[config.mk]
export PLATFORM = sky130hd
export DESIGN_NAME = instr_fetch_unit
export DESIGN_NICKNAME = d
export VERILOG_FILES = /design/src/rtl/instr_fetch_unit.sv
export SDC_FILE = /design/constraint.sdc
export NUM_CORES = 1
export LEC_CHECK = 0
export CORE_ASPECT_RATIO = 1.2
export CORE_UTILIZATION = 35
export CTS_BUF_LIST = sky130_fd_sc_hd__clkbuf_2 sky130_fd_sc_hd__clkbuf_4 sky130_fd_sc_hd__clkbuf_8
export DETAILED_ROUTE_END_ITERATION = 6
export GPL_TIMING_DRIVEN = 1
export PLACE_DENSITY_LB_ADDON = 0.12
export SLEW_MARGIN = 0
export SYNTH_ARGS = -nofsm -noshare
export SYNTH_HDL_FRONTEND = slang
export SYNTH_SLANG_ARGS = --single-unit
[constraint.sdc]
create_clock -name clk -period 14 [get_ports clk]
set_input_delay 1.4 -clock clk [delete_from_list [all_inputs] [get_ports clk]]
set_output_delay 1.4 -clock clk [all_outputs]
set_load 0.02 [all_outputs]
[src/rtl/instr_fetch_unit.sv]
// ---------------------------------------------------------------------------
// instr_fetch_unit
//
// Fetch front end feeding the decode/control stage. Issues word fetches to
// instruction memory, tracks the PC of every outstanding request, buffers the
// returned instructions in a small FIFO and presents the head entry (with its
// PC and opcode field) to decode. Redirects from execute flush the buffer and
// mark any still-outstanding responses as stale so they are dropped on return.
//
// Ports
//   clk, rst_n           clock (rising edge), asynchronous active-low reset
//   imem_req/imem_addr   fetch request and word-aligned address
//   imem_gnt             memory accepts the request this cycle
//   imem_rvalid/rdata    in-order fetch response
//   redirect/redirect_pc PC change request from execute (bits [1:0] ignored)
//   instr_valid/ready    handshake towards decode
//   instr/instr_pc       instruction at FIFO head and its address
//   instr_opcode         instr[6:0]
// ---------------------------------------------------------------------------
module instr_fetch_unit #(
    parameter int unsigned       XLEN       = 32,
    parameter logic [XLEN-1:0]   RESET_PC   = '0,
    parameter int unsigned       FIFO_DEPTH = 2
) (
    input  logic            clk,
    input  logic            rst_n,
    output logic            imem_req,
    output logic [XLEN-1:0] imem_addr,
    input  logic            imem_gnt,
    input  logic            imem_rvalid,
    input  logic [31:0]     imem_rdata,
    input  logic            redirect,
    input  logic [XLEN-1:0] redirect_pc,
    output logic            instr_valid,
    input  logic            instr_ready,
    output logic [31:0]     instr,
    output logic [XLEN-1:0] instr_pc,
    output logic [6:0]      instr_opcode
);

    localparam int unsigned CNT_W = $clog2(FIFO_DEPTH + 1);
    localparam int unsigned PTR_W = (FIFO_DEPTH > 1) ? $clog2(FIFO_DEPTH) : 1;

    // Circular pointer increment for non-power-of-two depths.
    function automatic logic [PTR_W-1:0] ptr_inc(input logic [PTR_W-1:0] p);
        return (p == PTR_W'(FIFO_DEPTH - 1)) ? '0 : p + PTR_W'(1);
    endfunction

    // Control state
    logic [XLEN-1:0]  fetch_pc_q, fetch_pc_d;
    logic [CNT_W-1:0] outstanding_q, outstanding_d;
    logic [CNT_W-1:0] discard_q, discard_d;
    logic [CNT_W-1:0] count_q, count_d;
    logic [PTR_W-1:0] wr_ptr_q, wr_ptr_d;
    logic [PTR_W-1:0] rd_ptr_q, rd_ptr_d;
    logic [PTR_W-1:0] pcq_wr_q, pcq_wr_d;
    logic [PTR_W-1:0] pcq_rd_q, pcq_rd_d;

    // Storage (data only, never reset)
    logic [31:0]      fifo_instr_q [FIFO_DEPTH];
    logic [XLEN-1:0]  fifo_pc_q    [FIFO_DEPTH];
    logic [XLEN-1:0]  pcq_q        [FIFO_DEPTH];

    logic fire;      // request handshake this cycle
    logic rsp;       // legal response this cycle (rvalid with something outstanding)
    logic drop;      // response is stale and is discarded
    logic push;      // response written into the instruction FIFO
    logic pop;       // decode consumes the head entry
    logic [CNT_W:0] occupancy;

    // Low address bits of a redirect target are forced to zero.
    logic unused_redirect_lsbs;
    assign unused_redirect_lsbs = ^redirect_pc[1:0];

    // Request/response qualification
    always_comb begin
        // Counting outstanding requests against FIFO space guarantees every
        // response has a slot when it returns, so no response backpressure.
        occupancy = {1'b0, count_q} + {1'b0, outstanding_q};
        imem_req  = rst_n && !redirect && (occupancy < (CNT_W + 1)'(FIFO_DEPTH));
        imem_addr = fetch_pc_q;
        fire      = imem_req && imem_gnt;
        // rvalid without any outstanding request is a protocol error: ignored.
        rsp       = imem_rvalid && (outstanding_q != '0);
        drop      = rsp && (redirect || (discard_q != '0));
        push      = rsp && !drop;
        pop       = instr_valid && instr_ready;
    end

    // Next-state computation
    always_comb begin
        fetch_pc_d    = fetch_pc_q;
        outstanding_d = outstanding_q;
        discard_d     = discard_q;
        count_d       = count_q;
        wr_ptr_d      = wr_ptr_q;
        rd_ptr_d      = rd_ptr_q;
        pcq_wr_d      = pcq_wr_q;
        pcq_rd_d      = pcq_rd_q;

        if (redirect) begin
            fetch_pc_d = {redirect_pc[XLEN-1:2], 2'b00};
        end else if (fire) begin
            fetch_pc_d = fetch_pc_q + XLEN'(4);
        end

        if (fire && !rsp) begin
            outstanding_d = outstanding_q + CNT_W'(1);
        end else if (!fire && rsp) begin
            outstanding_d = outstanding_q - CNT_W'(1);
        end

        if (fire) begin
            pcq_wr_d = ptr_inc(pcq_wr_q);
        end
        if (rsp) begin
            pcq_rd_d = ptr_inc(pcq_rd_q);
        end

        // Every request still in flight after a redirect belongs to the old
        // path; older discards are already part of that outstanding count.
        if (redirect) begin
            discard_d = outstanding_d;
        end else if (rsp && (discard_q != '0)) begin
            discard_d = discard_q - CNT_W'(1);
        end

        if (push) begin
            wr_ptr_d = ptr_inc(wr_ptr_q);
        end
        if (pop) begin
            rd_ptr_d = ptr_inc(rd_ptr_q);
        end
        if (push && !pop) begin
            count_d = count_q + CNT_W'(1);
        end else if (!push && pop) begin
            count_d = count_q - CNT_W'(1);
        end

        // Flush: a same-cycle pop has already been delivered, push is
        // suppressed by drop, so the buffer simply becomes empty.
        if (redirect) begin
            rd_ptr_d = wr_ptr_q;
            count_d  = '0;
        end
    end

    always_ff @(posedge clk or negedge rst_n) begin
        if (!rst_n) begin
            fetch_pc_q    <= RESET_PC;
            outstanding_q <= '0;
            discard_q     <= '0;
            count_q       <= '0;
            wr_ptr_q      <= '0;
            rd_ptr_q      <= '0;
            pcq_wr_q      <= '0;
            pcq_rd_q      <= '0;
        end else begin
            fetch_pc_q    <= fetch_pc_d;
            outstanding_q <= outstanding_d;
            discard_q     <= discard_d;
            count_q       <= count_d;
            wr_ptr_q      <= wr_ptr_d;
            rd_ptr_q      <= rd_ptr_d;
            pcq_wr_q      <= pcq_wr_d;
            pcq_rd_q      <= pcq_rd_d;
        end
    end

    always_ff @(posedge clk) begin
        if (fire) begin
            pcq_q[pcq_wr_q] <= fetch_pc_q;
        end
        if (push) begin
            fifo_instr_q[wr_ptr_q] <= imem_rdata;
            fifo_pc_q[wr_ptr_q]    <= pcq_q[pcq_rd_q];
        end
    end

    // Head presentation; zeroed while empty so nothing stale leaks out.
    always_comb begin
        instr_valid  = (count_q != '0);
        instr        = instr_valid ? fifo_instr_q[rd_ptr_q] : '0;
        instr_pc     = instr_valid ? fifo_pc_q[rd_ptr_q] : '0;
        instr_opcode = instr[6:0];
    end

endmodule

==> results.toml <==
[route]
routed_wl_um = 21700
drt-initial-drc-count = 380
vias_per_cell = 5.07
drc_errors = 30
first_pass_iters = 7
vias = 5990
postRouteAntennaNets = 0
wl_per_cell_um = 18.4

[die]
die_w_um = 152
initial_core_util = 0.358
die_h_um = 182
rows = 65
io_pins = 175
coreArea_sq_um = 26400
die-area_sq_um = 27700

[timing]
setup_viol = 0
fmax_ghz = 0.196
setup-tns-final_ps = 0
hold_viol_final = 0
period_share = 0.364
skew_ps = 11.0
slew_headroom = 0.294
maxSlewViolCount = 0
min_period_ps = 5100
rsz0062_at_grt = "no"
worstMarginPinSlew_ps = 1060

[cts]
cts_inserted_buffers = 37
cts-resized-gates = 0
clk_latency_ps = 510
ctsHtreeMaxLevel = 2
clkTransAtPathRegs_ps = 60
post_cts_buffers = 0
cts_sinks = 224
cts_tree = "yes"
cts_root_buffer = "clkbuf_8"
cts_hold_buffers = 0
clock_path_buffers = 3

[power]
p_leak_nw = 4.20
p_total_mw = 1.87
vdd_drop_max_v = 0.0000713
p_per_area_nw_per_um2 = 155

[setup_path]
worst-setup-path-type = "input port to output port"
regToRegStartpoint = "count_q[0]$_DFFE_PN0P_"
crit_top_cell = "clkdlybuf4s50_1"
reg2reg_depth = 5
cp_slowest_stage_delay_ps = 850
path_cells = "clkdlybuf4s50_1 -> buf_4 -> nor4b_4 -> clkdlybuf4s50_1"
cp.required_ps = 12600
cp.arrival_ps = 3700
worst-r2r-setup-slack_ps = 9830
start_kind = "input port"
critPathCaptureType = "output port"
worst_path_max_delay_cell = "nor4b_4"
regToRegEndpoint = "pcq_q[0][21]$_DFFE_PP_"
cp-startpoint = "redirect"
crit_fanout = 45
crit_end = "imem_req"

[yosys]
synth_top_area_cell = "edfxtp_1"
yosys.area_share.simple = 0.102
synth.cell_area_sq_um = 9450
ys.flop_type = "edfxtp_1"
ys_ff_latch = 224
ys_types = 54
async_flop_share = 0.179
synth-warning-count = 0
postSynthAreaPerCell_sq_um = 14.5
muxShareOfSynthArea = 0.107
synth_compound_area_frac = 0.0574
yosys-top-cells-area = "edfxtp_1 (58%), dfrtp_1 (11%), mux2i_1 (7.1%)"
synth_top_area_share = 0.585
synth-edff-count = 184
synth-seq-area-share = 0.690
synth_xor_xnor_area_share = 0.00741
synth-adder-area-share = 0.00609
synth_top_family_by_area = "multiplexers"
synth_cells = 654

[layout]
final_cells = 1182
layout_common_cells = "edfxtp_1 (184), clkdlybuf4s50_1 (167), nor2_1 (68)"
diodes = 0
syn_to_final_growth_pct = 28.0
fin_nets = 899
layout_commonest_cell = "edfxtp_1"
drive_gt1_frac = 0.125

[global_route]
grt_pass1_wl_um = 34100
grt_antenna_before_repair = 0
grt_usage = 0.159
grt-ovfl-total = 0
grt_max_degree = 63
grt_pass1_vias = 6139

[job]
max-cap-violations = 0

[outcome]
status = "complete, but fails checks"
violations = "design-rule violations"

[place]
dp_hpwl_um = 13600
io_buffers = 168
dp_cells = 1121
routabilityCongestion = 0.793

[min_path]
min_path_type = "register to register"
==> worst min-delay path by stage <==
| stage | from | to | slack [ps] | cells past startpoint |
|---|---|---|---|---|
| 3_3_place_gp | imem_addr[13]$_DFFE_PN0P_ | pcq_q[0][13]$_DFFE_PP_ | 510 | 0 |
| 3_5_place_dp | imem_addr[13]$_DFFE_PN0P_ | pcq_q[0][13]$_DFFE_PP_ | 530 | 0 |
| 2_1_floorplan | pcq_wr_q$_DFFE_PN0P_ | pcq_wr_q$_DFFE_PN0P_ | 460 | 1 |
| 6_report | imem_addr[13]$_DFFE_PN0P_ | pcq_q[0][13]$_DFFE_PP_ | 530 | 0 |
| 5_1_grt | wr_ptr_q$_DFFE_PN0P_ | wr_ptr_q$_DFFE_PN0P_ | 560 | 1 |
| 4_1_cts | imem_addr[13]$_DFFE_PN0P_ | pcq_q[0][13]$_DFFE_PP_ | 530 | 0 |
==> cell type report <==
type,count,area [sq um]
Clock inverter,5,20.0
Sequential cell,224,6530
Timing Repair Buffer,176,1740
Multi-Input combinational cell,373,2680
Inverter,13,48.8
Clock buffer,56,664
Fill cell,2382,14300
Tap cell,335,419
==> state kept, by name, summed over array words and instances (netlist names) <==
register,flops
pcq_rd_q,1
pcq_q,60
discard_q,2
rd_ptr_q,1
pcq_wr_q,1
fifo_instr_q,64
count_q,2
fifo_pc_q,60
imem_addr,30
outstanding_q,2
wr_ptr_q,1
==> power breakdown <==
group / internal [mW] / leakage (nW) / switching (mW)
Clock: 0.300 / 0.369 / 0.243
Sequential: 0.808 / 2.15 / 0.0651
Combinational: 0.214 / 1.68 / 0.240
==> metal layers <==
layer  vias up  global-route usage  part of all wire  wire, um
met1      2932               0.194              0.42      9170
met5         -                   0                 0         0
met4         0              0.0653             0.032       691
li1       2813                   -                 -         -
met3        52              0.0346             0.055      1210
met2       193               0.273              0.49     10700
==> worst max-delay path, delay by kind of cell <==
family | cells | cell delay, ps
buffers and inverters | 3 | 1430
AND/OR/NAND/NOR | 1 | 850
==> stage by stage <==
step	area, sq um	hold WS, ps	setup WS (ps)	utilization
6_report	12100	534	8900	0.458
5_1_grt	12100	556	8760	0.458
4_1_cts	12100	531	8900	0.458
3_5_place_dp	11400	526	8690	0.432
3_3_place_gp	11400	511	8860	0.432
2_1_floorplan	9460	460	7240	-
==> cells in the mapped netlist, drive strengths merged, types with 2 or more instances <==
master  instances
a211o           2
a22o            2
and2            9
ha              3
xnor2           6
o2111a          2
mux2           30
nand3          19
or2             3
o21ai           4
nand4          11
a41oi           2
nand2          31
o211ai         17
clkbuf         25
a21oi           7
inv            13
nand2b          3
a31oi           2
mux2i          67
nor3b           3
nor2           70
a22oi           6
edfxtp        184
a221o           4
or4            12
or3             6
and3            6
o311a           2
and4            2
o21bai          2
dfrtp          40
a21o            2
nand3b          2
nor2b           4
nor3            5
o311ai         11
xor2            2
buf            22
==> logic make-up after synthesis <==
logic type	after synthesis
flip-flops	224
AND/OR/NAND/NOR	190
multiplexers	97
AO/OA/AOI/OAI	70
buffers and inverters	60
XOR/XNOR	8
adder cells (fa/ha/maj)	4
other	1
Note: power is estimated with default switching activity, not from simulation.
